## src/rtl/bitwise_pipe.sv

```systemverilog
// bitwise_pipe: pipelined bitwise logic unit with valid/ready on both sides.
// The result and its zr/ng flags are formed at the input and carried
// together through DEPTH elastic stages. Bubbles collapse, so the pipe can
// buffer DEPTH beats while the consumer stalls.
module bitwise_pipe #(
  parameter int WIDTH = 16,
  parameter int DEPTH = 2
) (
  input  logic             clk,
  input  logic             reset,
  input  logic             in_valid,
  output logic             in_ready,
  input  logic [WIDTH-1:0] a,
  input  logic [WIDTH-1:0] b,
  input  logic [2:0]       op,
  output logic             out_valid,
  input  logic             out_ready,
  output logic [WIDTH-1:0] out,
  output logic             zr,
  output logic             ng
);

  typedef struct packed {
    logic [WIDTH-1:0] res;
    logic             zr;
    logic             ng;
  } pay_t;

  logic [DEPTH-1:0] vld_q;
  pay_t [DEPTH-1:0] pay_q;

  logic [DEPTH-1:0] load;
  logic [DEPTH-1:0] adv;
  logic [DEPTH-1:0] vld_in;
  pay_t [DEPTH-1:0] pay_in;
  logic [WIDTH-1:0] res_d;

  // Opcode decode: pure bitwise ops, no carries.
  always_comb begin
    res_d = '0;
    case (op)
      3'b000:  res_d = a & b;
      3'b001:  res_d = a | b;
      3'b010:  res_d = a ^ b;
      3'b011:  res_d = ~(a & b);
      3'b100:  res_d = ~(a | b);
      3'b101:  res_d = ~(a ^ b);
      3'b110:  res_d = ~a;
      default: res_d = a;
    endcase
  end

  // Backpressure chain: walk from the output stage back to stage 0 so a
  // free slot anywhere downstream lets every stage behind it advance.
  always_comb begin
    adv           = '0;
    load          = '0;
    adv[DEPTH-1]  = vld_q[DEPTH-1] & out_ready;
    load[DEPTH-1] = ~vld_q[DEPTH-1] | adv[DEPTH-1];
    for (int i = DEPTH - 2; i >= 0; i--) begin
      adv[i]  = vld_q[i] & load[i+1];
      load[i] = ~vld_q[i] | adv[i];
    end
  end

  // What each stage would take in if it loads this cycle.
  always_comb begin
    vld_in        = '0;
    pay_in        = '0;
    vld_in[0]     = in_valid;
    pay_in[0].res = res_d;
    pay_in[0].zr  = (res_d == '0);
    pay_in[0].ng  = res_d[WIDTH-1];
    for (int i = 1; i < DEPTH; i++) begin
      vld_in[i] = adv[i-1];
      pay_in[i] = pay_q[i-1];
    end
  end

  // Stage registers; payload only captured with a valid beat so idle X on
  // the operands never lands in the pipe.
  always_ff @(posedge clk or posedge reset) begin
    if (reset) begin
      vld_q <= '0;
      pay_q <= '0;
    end else begin
      for (int i = 0; i < DEPTH; i++) begin
        if (load[i]) vld_q[i] <= vld_in[i];
        if (load[i] && vld_in[i]) pay_q[i] <= pay_in[i];
      end
    end
  end

  assign in_ready  = load[0];
  assign out_valid = vld_q[DEPTH-1];
  assign out       = pay_q[DEPTH-1].res;
  assign zr        = pay_q[DEPTH-1].zr;
  assign ng        = pay_q[DEPTH-1].ng;

endmodule
```

## config.mk

```make
export PLATFORM = sky130hd
export DESIGN_NAME = bitwise_pipe
export DESIGN_NICKNAME = d
export VERILOG_FILES = /design/src/rtl/bitwise_pipe.sv
export SDC_FILE = /design/constraint.sdc
export NUM_CORES = 1
export LEC_CHECK = 0
export ABC_AREA = 1
export CAP_MARGIN = 25
export CORE_ASPECT_RATIO = 1.1
export CORE_MARGIN = 2
export CORE_UTILIZATION = 58
export DETAILED_ROUTE_END_ITERATION = 16
export PLACE_DENSITY = 0.87
export SKIP_LAST_GASP = 1
export SYNTH_ARGS = -nofsm -noshare
export SYNTH_HDL_FRONTEND = slang
export SYNTH_SLANG_ARGS = --single-unit
```

## constraint.sdc

```tcl
create_clock -name clk -period 1.9 [get_ports clk]
set_input_delay 0.38 -clock clk [delete_from_list [all_inputs] [get_ports clk]]
set_output_delay 0.38 -clock clk [all_outputs]
set_load 0.01 [all_outputs]
```

==> results of run 1 <==
-- flip-flops by register name, indices dropped and copies added, names as in the netlist --
signal / flops
vld_q: 2
zr: 1
out: 16
pay_in: 17
-- per-layer routing --
layer	track usage, %	part of all wire, %	wire (um)	vias up
li1	-	-	-	1720
met1	35.2	40	3470	1542
met2	54.3	51	4450	173
met3	4.37	7.4	652	23
met4	9.46	2.1	182	0
met5	0	0	0	-
-- how the worst min path moves through the flow --
stage                     startpoint         end  slack, ns
final                         out[7]      out[7]       0.49
after global routing      pay_in[31]  pay_in[31]       0.52
after CTS                     out[7]      out[7]       0.49
after detailed placement      out[7]      out[7]       0.47
after global placement    pay_in[30]  pay_in[30]       0.46
after floorplan           pay_in[19]  pay_in[19]       0.45
-- area by class of cell --
type	count	share of cell area (%)
Timing Repair Buffer	123	25.4
Sequential cell	36	20.5
Tap cell	75	2.14
Clock buffer	6	1.65
Inverter	74	6.33
Clock inverter	1	0.114
Multi-Input combinational cell	342	43.8
-- what timing repair did --
action / 4_1_cts / 5_1_grt
pin swaps: 0 / 7
gates resized for setup: 3 / 14
cloned: 0 / 0
endpoints found under the setup margin: 3 / 9
-- worst max-delay path, stage by stage --
cell             delay [ns]
clkdlybuf4s50_1        0.48
inv_1                  0.07
ha_1                   0.32
nand4_1                0.10
nand2_1                0.06
nor2_1                 0.09
nand3_1                0.11
nor2_1                 0.12
nand2_1                0.07
nor2_1                 0.12
nand3_1                0.09
nand2_1                0.06
-- power groups by stage --
stage / sequential (mW) / clock, mW / combinational [mW]
6_report: 1.08 / 0.482 / 1.22
3_5_place_dp: 1.09 / 0 / 1.20
4_1_cts: 1.08 / 0.486 / 1.21
3_3_place_gp: 1.07 / 0 / 1.15
2_1_floorplan: 1.13 / 0 / 0.527
5_1_grt: 1.10 / 0.520 / 1.34
-- placed cells by master (no fill, tap or decap), types with 6 or more instances in the layout --
cell type / n
dfrtp_1: 36
nor2_1: 45
ha_1: 30
inv_1: 71
nand2_1: 129
nand3b_1: 9
o21ai_1: 6
dlymetal6s2s_1: 7
buf_4: 62
nand4_1: 14
o21ai_0: 37
mux2_2: 13
nand3_1: 45
clkdlybuf4s50_1: 50
-- logic make-up (layout without fill, tap and decap cells) --
| family | after synthesis | in the layout | synth area share [%] |
|---|---|---|---|
| buffers and inverters | 98 | 204 | 13.6 |
| AO/OA/AOI/OAI | 45 | 45 | 7.03 |
| flip-flops | 36 | 36 | 28.0 |
| adder cells (fa/ha/maj) | 32 | 32 | 12.4 |
| multiplexers | 13 | 13 | 4.54 |
| AND/OR/NAND/NOR | 252 | 252 | 34.4 |
-- per-stage QoR --
step / TNS [ns] / power (mW) / setup WS (ns) / hold slack (ns) / util [%]
2_1_floorplan: 0 / 1.65 / 0.425 / 0.445 / -
6_report: 0 / 2.78 / 0.0615 / 0.487 / 81.8
4_1_cts: -0.00534 / 2.77 / -0.00534 / 0.489 / 80.8
5_1_grt: -0.0186 / 2.96 / -0.0186 / 0.521 / 81.8
3_3_place_gp: -2.14 / 2.22 / -0.296 / 0.465 / 79.3
3_5_place_dp: -2.63 / 2.29 / -0.306 / 0.473 / 79.3
-- synth_stat cells, drive strengths merged (3+ instances only) --
cell type | number | share of area (%)
nand3 | 46 | 7.5
inv | 73 | 8.5
nand3b | 9 | 2.1
clkbuf | 3 | 0.35
nand2 | 131 | 15
dfrtp | 36 | 28
mux2 | 13 | 4.5
ha | 32 | 12
o21ai | 43 | 6.7
buf | 21 | 4.7
nor2 | 50 | 6.1
nand4 | 15 | 3.1
==> results.md, run 1 <==
- First-pass GRT wire length: 14300 um
- GPL Wtd Cong: 0.954
- Final Net Count: 653
- Min Tclk post-route: 1.84 ns
- Multi-input logic area: 1920 um2
- Pwr dens: 633 nW/um2
- Sw power: 0.912 mW
- Syn_nets: 547
- First-pass DRT Iterations: 5
- Crit path required time: 2.11 ns
- CTS H-tree lvls: 2
- Final Hold Fails: 0
- Status: complete, no violations
- Setup Crit Path Kind: input pin to register
- DIE AREA: 6170 um2
- CORE AREA: 5360 um2
- Leakage: 2.39 nW
- Sequential fraction of the synthesis area: 28.0%
- Final std cells w/o fill: 657
- Peak Freq: 544 MHz
- Vias: 3458
- Worst skew pair latency: 0.28 ns
- Ys flop type: dfrtp_1
- 1st-iter DRT viols: 262
- Setup slack, reg-to-reg: 0.52 ns
- Sw frac: 32.8%
- Global route overflow: 0
- Initial antenna violation count: 0
- Gate power share: 43.9%
- VDD IR max: 0.371 mV
- All-Layer GR Usage: 29.7%
- Buffers on Ports: 58
- Cell area after placement: 4250 um2
- Worst r2r dst: pay_in[19]
- CTS Root Cell: clkbuf_8
- WHS Path Cells: 2
- Synth Cell Area: 3220 um2
- Placed cell count: 650
- Fill cell count: 390
- Arr. time, crit path: 2.05 ns
- CTS Buf Count: 5
- Setup crit end: pay_in[19]
- Post-Syn Instances: 476
- Vias/cell: 5.26
- Hold crit path type: register to register
- Final Instance Area: 4390 um2
- Routed Antenna Nets: 0
- Pint: 1.87 mW
- HPWL Detailed: 6900 um
- Critical path origin: a[6]
- Sequential power share: 38.7%
- Final Max Slew Viols: 0
- Number of synthesized flops with an enable pin: 0
- Mapped Avg Cell Area: 6.77 um2
- Clock sink count: 36
- CP Capture Type: register
- Reg-to-Reg Start: vld_q[1]
- Routed WL: 8750 um
- Clock slew at reported path FFs: 0.06 ns
- Postcts setup bufs: 0
- Least-Margin Pin Slew: 0.432 ns
- # IOs: 59
- Maxcap violations: 0
- Synth warn: 0
- Post-synth cell types: 24
- Die Y-Extent: 82.2 um
- Layout cell share with drive strength beyond 1: 16.8%
- Num rows: 28
- Register area: 901 um2
- DRC: 0
- Skew final: 0.00615 ns
- Crit-path max FO: 2
- Setup violations, final: 0
- TritonCTS clock tree: built
- # diodes: 0
- Initial Utilization: 60.1%
- Area growth from synthesis to layout: 36.1%
- Rel. slew slack: 71.2%
- Pin count of the biggest net entering global routing: 37
- Clock tree buffer depth: 2
- Die width: 75.1 um
- Vias in the first global route: 3249
- Clock share of power: 17.4%
- Reg2Reg Depth: 10
- FFs w/ async S/R, synth: 100%
- Drt wl/cell: 13.3 um
- Number of synthesized register bits: 36
- CTS Hold Bufs: 0
- Final Cycle Share: 96.8%
- CP Launch Type: input pin
Power figures use the tool's default switching activity.
==> run 2: changes to the inputs <==
--- a/config.mk
+++ b/config.mk
@@ -8,7 +8,6 @@
 export ABC_AREA = 1
 export CAP_MARGIN = 25
 export CORE_ASPECT_RATIO = 1.1
-export CORE_MARGIN = 2
 export CORE_UTILIZATION = 58
 export DETAILED_ROUTE_END_ITERATION = 16
 export PLACE_DENSITY = 0.87
==> results.md, run 2 (synthesized netlist as in run 1, its figures left out) <==
- Final Cycle Share: 96.7%
- Layout cell share with drive strength beyond 1: 20.2%
- GPL Wtd Cong: 0.954
- DIE AREA: 5860 um2
- DRC: 0
- Reg-to-Reg Start: vld_q[1]
- # IOs: 59
- Vias in the first global route: 3311
- Pwr dens: 636 nW/um2
- Multi-input logic area: 2020 um2
- Hold crit path type: input pin to asynchronous set/reset pin
- Setup slack, reg-to-reg: 0.37 ns
- Maxcap violations: 0
- Clock slew at reported path FFs: 0.07 ns
- Clock sink count: 36
- Final Net Count: 648
- Worst skew pair latency: 0.29 ns
- # diodes: 0
- Area growth from synthesis to layout: 39.1%
- 1st-iter DRT viols: 188
- Cell area after placement: 4210 um2
- Num rows: 28
- Final worst slack: 0.0632 ns
- Vias: 3476
- Least-Margin Pin Slew: 0.529 ns
- Routed Antenna Nets: 0
- Peak Freq: 544 MHz
- HPWL Detailed: 6390 um
- Setup violations, final: 0
- Initial Utilization: 60.1%
- Skew final: 0.00934 ns
- CTS H-tree lvls: 2
- Vias/cell: 5.32
- Crit-path max FO: 2
- Placed cell count: 643
- Routed WL: 8920 um
- Final std cells w/o fill: 653
- Flip-flop count of the largest register after layout: 17
- CP Launch Type: input pin
- Die width: 73.1 um
- Pin count of the biggest net entering global routing: 37
- Setup Crit Path Kind: input pin to register
- Register area: 901 um2
- First-pass DRT Iterations: 5
- Global route overflow: 0
- All-Layer GR Usage: 31.5%
- CORE AREA: 5360 um2
- Reg2Reg Depth: 10
- VDD IR max: 0.404 mV
- Status: complete, no violations
- Buffers on Ports: 58
- Drt wl/cell: 13.7 um
- Final Max Slew Viols: 0
- Most frequent cells in the layout: 128 x nand2_1, 62 x inv_1, 53 x buf_4, 45 x nand3_1
- Leakage: 2.42 nW
- TritonCTS clock tree: built
- Min Tclk post-route: 1.84 ns
- CP Capture Type: register
- Rel. slew slack: 64.7%
- Initial antenna violation count: 0
- CTS Root Cell: clkbuf_8
- Worst hold slack: 0.494 ns
- First-pass GRT wire length: 14300 um
- Final Instance Area: 4480 um2
- CTS Buf Count: 5
- Clock tree buffer depth: 2
- Arr. time, crit path: 2.07 ns
- Pre-CTS setup slack: -0.730 ns
- Final Hold Fails: 0
- Pwr Total: 2.85 mW
- Worst r2r dst: pay_in[19]
- Crit path required time: 2.13 ns
- Die Y-Extent: 80.2 um
- Commonest non-fill, non-tap cell in the layout: nand2_1
- Fill cell count: 324
-- run 2: layout make-up --
class	count	share of cell area, %
multi-input cells	343	45.0
repair buffers	117	24.6
flip-flops and latches	36	20.1
inverters	74	6.20
well taps	75	2.09
clock buffers	6	1.84
clock inverters	2	0.223
-- run 2: power breakdown --
| group | leakage (nW) | internal, mW | switching, mW |
|---|---|---|---|
| Sequential | 0.449 | 0.965 | 0.105 |
| Clock | 0.0510 | 0.289 | 0.254 |
| Combinational | 1.92 | 0.658 | 0.580 |
-- run 2: per-stage QoR --
step / setup TNS (ns) / utilization, %
finish: 0 / 83.6
global route: -0.0478 / 83.6
CTS: -0.0187 / 80.9
detailed placement: -8.13 / 78.5
global placement: -6.80 / 78.5
floorplan: 0 / -
-- run 2: worst max-delay path, stage by stage --
cell	delay, ns
clkdlybuf4s50_1	0.48
inv_1	0.06
ha_1	0.30
nand3b_1	0.15
nand2_1	0.07
nor2_1	0.09
nand2_1	0.06
nand2_1	0.10
nand3_1	0.11
nor2_1	0.09
nand3_1	0.08
nand2_1	0.08
-- run 2: worst max path at each step --
stage	startpoint	end	slack, ns	cells after the start
after floorplan	op[1]	pay_in[19]	0.42	12
after global placement	op[0]	pay_in[19]	-0.64	11
after detailed placement	op[0]	pay_in[19]	-0.73	11
after CTS	op[2]	pay_in[19]	-0.02	12
after global routing	op[1]	pay_in[19]	-0.05	14
final	a[4]	pay_in[19]	0.06	12
-- run 2: routing by layer --
metal  global-route usage, %  vias to the layer above  wire [um]
li1                        -                     1709          -
met2                    56.1                      165       4310
met3                    3.76                       44        545
met4                    15.9                        0        408
met5                       0                        -          0
met1                    36.8                     1558       3650
-- run 2: timing repair --
item | 4_1_cts | 5_1_grt
pin swaps | 1 | 17
setup buffers | 0 | 1
gates cloned | 1 | 0
endpoints found under the setup margin | 18 | 6
gates resized for setup | 11 | 44
hold buffers | 0 | 0
==> run 3: changes to the inputs <==
--- a/config.mk
+++ b/config.mk
@@ -8,9 +8,10 @@
 export ABC_AREA = 1
 export CAP_MARGIN = 25
 export CORE_ASPECT_RATIO = 1.1
-export CORE_UTILIZATION = 58
+export CORE_UTILIZATION = 45
 export DETAILED_ROUTE_END_ITERATION = 16
-export PLACE_DENSITY = 0.87
+export DONT_BUFFER_PORTS = 1
+export RECOVER_POWER = 25
 export SKIP_LAST_GASP = 1
 export SYNTH_ARGS = -nofsm -noshare
 export SYNTH_HDL_FRONTEND = slang
==> results.md, run 3 (synthesized netlist as in run 1, its figures left out) <==
- VDD IR max: 0.679 mV
- Arr. time, crit path: 1.61 ns
- Leakage: 1.85 nW
- CTS H-tree lvls: 2
- Final Max Slew Viols: 0
- Initial antenna violation count: 0
- CTS Hold Bufs: 0
- Die width: 82.7 um
- Pwr Total: 2.32 mW
- All-Layer GR Usage: 20.2%
- Pin count of the biggest net entering global routing: 37
- Maxcap violations: 0
- Final Net Count: 544
- Crit-path max FO: 14
- Final std cells w/o fill: 558
- First-pass GRT wire length: 11900 um
- Rel. slew slack: 42.9%
- Min Tclk post-route: 1.45 ns
- Clock slew at reported path FFs: 0.07 ns
- Setup Crit Path Kind: register to register
- Routed WL: 7240 um
- 1st-iter DRT viols: 107
- Hold crit path type: input pin to asynchronous set/reset pin
- Die Y-Extent: 90.8 um
- Drt wl/cell: 13.0 um
- Postcts setup bufs: 0
- TNS Setup: 0 ns
- Peak Freq: 689 MHz
- Final Cycle Share: 76.3%
- HPWL Detailed: 5360 um
- Vias: 2853
- RSZ-0062 raised after global routing: no
- Layout cell share with drive strength beyond 1: 9.09%
- Final Hold Fails: 0
- Final core occ: 48.5%
- Status: complete, no violations
- Post-cts gate resize count: 0
- DRC: 0
- Routed Antenna Nets: 0
- Most frequent cells in the layout: 131 x nand2_1, 71 x inv_1, 46 x nor2_1, 45 x nand3_1, 39 x o21ai_0
- Vias in the first global route: 2534
- Placed cell count: 551
- CORE AREA: 6970 um2
- Vias/cell: 5.11
- Buffers on Ports: 0
- Global route overflow: 0
- First-pass DRT Iterations: 4
- Crit path required time: 2.06 ns
- CP Capture Type: register
- Pwr dens: 686 nW/um2
- Skew final: 0.00462 ns
- # IOs: 59
- Least-Margin Pin Slew: 0.856 ns
- Area growth from synthesis to layout: 4.85%
- CP Launch Type: register
- Setup violations, final: 0
- # diodes: 0
- Num rows: 32
- GPL Wtd Cong: 0.894
- Commonest non-fill, non-tap cell in the layout: nand2_1
- DIE AREA: 7500 um2
- Clock sink count: 36
- Initial Utilization: 46.3%
- CTS Root Cell: clkbuf_8
- Flip-flop count of the largest register after layout: 17
- CTS Buf Count: 5
- Worst skew pair latency: 0.28 ns
- TritonCTS clock tree: built
- Clock tree buffer depth: 2
## run 3: critical path, cell delays in order (launching register included)
cell,delay [ns]
dfrtp_1,0.41
nand2_1,0.09
nand2_1,0.43
mux2_2,0.40
## run 3: power by group
part           internal (mW)  leakage (nW)  total (mW)  switching, mW
sequential             0.966         0.449        1.15          0.184
clock                  0.322        0.0503       0.567          0.244
combinational          0.260          1.35       0.600          0.340
total                   1.55          1.85        2.32          0.768
## run 3: area by class of cell
class	count	area (um2)
Tap cell	85	106
Fill cell	718	3590
Timing Repair Buffer	14	115
Sequential cell	36	901
Clock buffer	7	96.3
Multi-Input combinational cell	342	1880
Inverter	74	278
## run 3: through the flow
step	instance area (um2)	worst slack, ns	hold slack, ns
finish	3380	0.450	0.237
global placement	3290	0.303	0.399
floorplan	3220	0.425	0.445
detailed placement	3290	0.309	0.399
CTS	3380	0.431	0.0934
global route	3380	0.265	0.318
## run 3: path summary, 6_finish.rpt
kind / startpoint / to / slack, ns / cells past startpoint
worst max-delay path: vld_q[1] / out[14] / 0.45 / 3
worst min-delay path: reset / out[6] / 0.24 / 2
worst max register to register: vld_q[1] / out[14] / 0.45 / 3
worst min register to register: pay_in[34] / pay_in[34] / 0.48 / 2
max in group asynchronous: reset / out[10] / 1.12 / 2
min in group clk: out_ready / vld_q[1] / 0.28 / 3
## run 3: routing by layer
| layer | track usage [%] | part of all wire (%) | vias to the layer above |
|---|---|---|---|
| met5 | 0 | 0 | - |
| met4 | 5.89 | 1.3 | 0 |
| met3 | 2.42 | 4.6 | 8 |
| met2 | 31.6 | 46 | 74 |
| met1 | 28.7 | 48 | 1278 |
| li1 | - | - | 1493 |
